## src/rtl/uart_message_streamer.sv

```systemverilog
// Streams a runtime-programmable message from an internal buffer to a UART
// transmitter over a valid/ready handshake, with one-shot/repeat, abort and status.
module uart_message_streamer #(
  parameter int DEPTH  = 16,
  parameter int DATA_W = 8,
  parameter int ADDR_W = $clog2(DEPTH)
) (
  input  logic              clk,
  input  logic              rst_n,
  input  logic              wr_en,
  input  logic [ADDR_W-1:0] wr_addr,
  input  logic [DATA_W-1:0] wr_data,
  input  logic [ADDR_W:0]   msg_len,
  input  logic              start,
  input  logic              repeat_en,
  input  logic              abort,
  output logic [DATA_W-1:0] tx_data,
  output logic              tx_valid,
  input  logic              tx_ready,
  output logic              busy,
  output logic              done,
  output logic [ADDR_W-1:0] char_index
);

  typedef enum logic [1:0] {
    IDLE  = 2'd0,
    FETCH = 2'd1,
    SEND  = 2'd2
  } state_t;

  localparam logic [ADDR_W:0]   DEPTH_L  = (ADDR_W+1)'(DEPTH);
  localparam logic [ADDR_W:0]   LEN_ONE  = (ADDR_W+1)'(1);
  localparam logic [ADDR_W-1:0] IDX_ONE  = ADDR_W'(1);

  state_t              state_q, state_d;
  logic [ADDR_W:0]     len_q, len_d;
  logic [ADDR_W-1:0]   char_index_q, char_index_d;
  logic                done_q, done_d;
  logic [DATA_W-1:0]   tx_data_q;
  logic                last_char;

  logic [DATA_W-1:0]   mem [DEPTH];

  // Buffer has no reset so it can map onto block RAM.
  always_ff @(posedge clk) begin
    if (wr_en && ({1'b0, wr_addr} < DEPTH_L)) begin
      mem[wr_addr] <= wr_data;
    end
  end

  // Registered read doubles as the output holding register; it only loads in
  // FETCH, which keeps tx_data stable for the whole SEND stall.
  always_ff @(posedge clk or negedge rst_n) begin
    if (!rst_n) begin
      tx_data_q <= '0;
    end else if (state_q == FETCH) begin
      tx_data_q <= mem[char_index_q];
    end
  end

  always_ff @(posedge clk or negedge rst_n) begin
    if (!rst_n) begin
      state_q      <= IDLE;
      len_q        <= '0;
      char_index_q <= '0;
      done_q       <= 1'b0;
    end else begin
      state_q      <= state_d;
      len_q        <= len_d;
      char_index_q <= char_index_d;
      done_q       <= done_d;
    end
  end

  assign last_char = ({1'b0, char_index_q} == (len_q - LEN_ONE));

  always_comb begin
    state_d      = state_q;
    len_d        = len_q;
    char_index_d = char_index_q;
    done_d       = 1'b0;

    if (abort) begin
      state_d      = IDLE;
      char_index_d = '0;
    end else begin
      case (state_q)
        IDLE: begin
          if (start && (msg_len != '0)) begin
            len_d        = (msg_len > DEPTH_L) ? DEPTH_L : msg_len;
            char_index_d = '0;
            state_d      = FETCH;
          end
        end
        FETCH: begin
          state_d = SEND;
        end
        SEND: begin
          if (tx_ready) begin
            if (!last_char) begin
              char_index_d = char_index_q + IDX_ONE;
              state_d      = FETCH;
            end else if (repeat_en) begin
              char_index_d = '0;
              state_d      = FETCH;
            end else begin
              char_index_d = '0;
              done_d       = 1'b1;
              state_d      = IDLE;
            end
          end
        end
        default: begin
          state_d      = IDLE;
          char_index_d = '0;
        end
      endcase
    end
  end

  assign tx_data    = tx_data_q;
  assign tx_valid   = (state_q == SEND);
  assign busy       = (state_q != IDLE);
  assign done       = done_q;
  assign char_index = char_index_q;

endmodule

```

## config.mk

```make
export PLATFORM = sky130hd
export DESIGN_NAME = uart_message_streamer
export DESIGN_NICKNAME = d
export VERILOG_FILES = /design/src/rtl/uart_message_streamer.sv
export SDC_FILE = /design/constraint.sdc
export NUM_CORES = 1
export LEC_CHECK = 0
export ABC_CLOCK_PERIOD_IN_PS = 4550
export BUFFER_PORTS_ARGS = -buffer_cell sky130_fd_sc_hd__buf_2
export CORE_MARGIN = 4
export CORE_UTILIZATION = 63
export CTS_CLUSTER_DIAMETER = 120
export CTS_CLUSTER_SIZE = 16
export DETAILED_ROUTE_END_ITERATION = 8
export GPL_ROUTABILITY_DRIVEN = 1
export PLACE_DENSITY = 0.82
export SYNTH_ARGS = -nofsm -noshare
export SYNTH_HDL_FRONTEND = slang
export SYNTH_SLANG_ARGS = --single-unit
```

## constraint.sdc

```tcl
create_clock -name clk -period 4.55 [get_ports clk]
set_input_delay 0 -clock clk [delete_from_list [all_inputs] [get_ports clk]]
set_output_delay 0 -clock clk [all_outputs]
set_load 0.02 [all_outputs]
```

==> results.sh <==
export IMPL_outcome="finished clean"
export IMPL_synth_cell_types=37
export IMPL_n_fill_cell=493
export IMPL_peakVddDrop_mv=0.315
export IMPL_report_final_hold_viol_count=0
export IMPL_ys_async_sr_fraction_pct=13.5
export IMPL_finalSetupViolations=0
export IMPL_grt_use_met3_pct=5.51
export IMPL_post_route_period_util_pct=57.8
export IMPL_hpwlAfterDp_mm=7.26
export IMPL_grt_usage_pct=24.8
export IMPL_layout_drive_gt1_share_pct=27.9
export IMPL_place_congestion=0.750
export IMPL_worstHoldPathCells=3
export IMPL_yosys_area_top_type="edfxtp_1"
export IMPL_worstSkewPairLatency_ns=0.53
export IMPL_min_from="wr_addr[2]"
export IMPL_dpl_instance_area_um2=6280
export IMPL_hold_path_end="mem[0][4]$_DFFE_PP_"
export IMPL_r2r_start="char_index[3]$_DFFE_PN0P_"
export IMPL_worstMarginPinSlew_ns=1.21
export IMPL_die_w_um=105
export IMPL_dp_cells=471
export IMPL_cts_made_buffers=17
export IMPL_worstHoldPathType="in2reg"
export IMPL_dr_total_vias=3310
export IMPL_overflow=0
export IMPL_slew_headroom_pct=19.1
export IMPL_cp_start_kind="flip-flop"
export IMPL_skew_ns=0.0107
export IMPL_routedWlPerCell_um=24.0
export IMPL_syn2layout_area_growth_pct=19.3
export IMPL_port_buffers=38
export IMPL_num_io_pins=39
export IMPL_grt_pass1_vias=3427
export IMPL_cts_sinks=148
export IMPL_netlist_top_cells_area="edfxtp_1 (64%), mux4_2 (9.4%), dfrtp_1 (8.4%)"
export IMPL_crit_arrival_ns=3.09
export IMPL_crit_start="char_index[3]$_DFFE_PN0P_"
export IMPL_critPathRequiredTime_ns=5.01
export IMPL_netlist_instances=313
export IMPL_synth_top_area_share_pct=64.4
export IMPL_ys_ff_latch=148
export IMPL_core_area_um2=9240
export IMPL_reg2reg_to="done$_DFF_PN0_"
export IMPL_initial_core_util_pct=64.5
export IMPL_vias_per_cell=6.25
export IMPL_use_met2_pct=40.3
export IMPL_syn_area_um2=5960
export IMPL_rsz0062_at_grt="false"
export IMPL_cts_tree="built"
export IMPL_drv_cap=0
export IMPL_fin_nets=415
export IMPL_synth_nets=339
export IMPL_p_comb_share_pct=7.2
export IMPL_critPathCaptureType="flip-flop"
export IMPL_drtAntennaViolNets=0
export IMPL_leakage_nw=2.40
export IMPL_cts_root_buf="clkbuf_8"
export IMPL_min_period_ns=2.63
export IMPL_cts_setup_buffers=0
export IMPL_ys_top_cells_by_count="edfxtp_1 (128), mux4_2 (25), dfrtp_1 (20)"
export IMPL_power_density_nw_per_um2=437
export IMPL_worstPathMaxFanout=21
export IMPL_crit_type="reg2reg"
export IMPL_r2r_setup_slack_ns=1.92
export IMPL_whs_ns=0.0506
export IMPL_synth_edf_count=128
export IMPL_synth_avg_cell_area_um2=19.1
export IMPL_yosys_warnings=0
export IMPL_internal_power_mw=2.37
export IMPL_grt_max_degree=22
export IMPL_max_freq_mhz=380
export IMPL_routed_wl_mm=12.7
export IMPL_drt_pass1_iterations=7
export IMPL_drt_iter0_drc=381
export IMPL_h_tree_depth=4
export IMPL_instances_no_fill=530
export IMPL_rows=35
export IMPL_p_switching_mw=0.741
export IMPL_r2r_cells=5
export IMPL_met1_usage_pct=33.4
export IMPL_clock_power_share_pct=42.4
export IMPL_n_antenna_cell=0
export IMPL_power_frac_seq_pct=50.4
export IMPL_antenna_found_initial=0
export IMPL_ys_seq_area_share_pct=72.8
export IMPL_final_setup_tns_ns=0
export IMPL_clkTransAtPathRegs_ns=0.07
export IMPL_finalMaxSlewViolations=0
export IMPL_grt_pass1_wl_mm=20.0
export IMPL_cts_max_path_buffers=2
export IMPL_p_sw_share_pct=23.8
export IMPL_layout_cell_area_non_filler_um2=7110
export IMPL_yosysMostFrequentCell="edfxtp_1"
export IMPL_fp_dieH_um=105
export IMPL_ys_flop_type="edfxtp_1"
export IMPL_drc=0
export IMPL_die_area_um2=11100
export IMPL_total_power_mw=3.11
export IMPL_grt_busiest_layer="met2"
==> placed cells by master, fill, tap and decap left out, types with 3 or more instances in the layout <==
cell type	Yosys	routed
dlygate4sd3_1	0	28
clkbuf_16	0	16
dfrtp_1	20	19
o21ai_0	7	7
nand3_1	3	3
mux4_2	25	25
inv_1	5	5
nor2b_1	3	3
mux2i_1	8	8
nand2_1	12	12
nand3b_1	3	3
inv_6	0	6
mux2_2	9	9
buf_4	1	4
edfxtp_1	128	128
a221o_1	8	8
nor2_1	18	18
buf_2	3	38
xnor2_1	3	3
nor3_1	16	14
mux4_1	7	7
nand2b_1	7	7
==> flip-flops by register name, indices dropped and copies added (netlist names) <==
| name | cells |
|---|---|
| mem | 128 |
| tx_data | 8 |
| len_q | 5 |
| char_index | 4 |
| state_q | 2 |
| done | 1 |
==> per-stage QoR <==
stage | setup slack, ns | utilization (%)
final | 1.92 | 77.0
after global routing | 1.76 | 77.0
after floorplan | 2.52 | -
after CTS | 1.93 | 77.0
after global placement | 2.05 | 67.9
after detailed placement | 1.99 | 67.9
==> worst max path at each step <==
stage / to / slack, ns
floorplan: tx_data[5]$_DFFE_PN0N_ / 2.52
global placement: tx_data[4]$_DFFE_PN0N_ / 2.05
detailed placement: tx_data[3]$_DFFE_PN0N_ / 1.99
CTS: tx_data[3]$_DFFE_PN0N_ / 1.93
global route: done$_DFF_PN0_ / 1.76
finish: done$_DFF_PN0_ / 1.92
==> power groups by stage <==
| stage | registers [mW] | clock network (mW) | logic [mW] |
|---|---|---|---|
| global route | 1.57 | 1.40 | 0.245 |
| global placement | 1.59 | 0 | 0.197 |
| detailed placement | 1.59 | 0 | 0.204 |
| CTS | 1.57 | 1.33 | 0.225 |
| finish | 1.57 | 1.32 | 0.225 |
| floorplan | 1.60 | 0 | 0.110 |
==> routing by layer <==
metal,vias to the layer above,part of all wire (%),wire length (um)
li1,1425,-,-
met5,-,0,0
met2,163,51,6520
met4,0,2.0,253
met3,23,6.7,853
met1,1699,40,5080
==> cell type report <==
cell class	instances	area, um2	share of cell area, %
Inverter	5	18.8	0.264
Clock buffer	17	414	5.82
Multi-Input combinational cell	147	1530	21.5
Tap cell	129	161	2.27
Sequential cell	148	4350	61.1
Clock inverter	14	143	2.00
Timing Repair Buffer	70	500	7.03
==> timing repair <==
action / 4_1_cts / 5_1_grt
hold endpoints to repair: 166 / 0
resized for setup: 0 / 0
hold buffers: 28 / 0
==> kinds of logic (layout without fill, tap and decap cells) <==
kind of cell	count (synthesis)	in the layout	synth area share, %
compound gates	23	23	3.00
xor+xnor	5	5	0.734
fa+ha+maj	2	2	0.419
buf+inv	18	106	1.66
flops	148	148	72.8
mux	49	49	15.6
simple gates	68	68	5.79
==> worst max-delay path, cell delays in order (launching register included) <==
cell and delay [ns]:
dfrtp_1 1.15, xor2_1 0.18, xnor2_1 0.25, o311ai_2 0.21
nor3_1 0.21, dlygate4sd3_1 0.57
(Power assumes the default switching activity.)
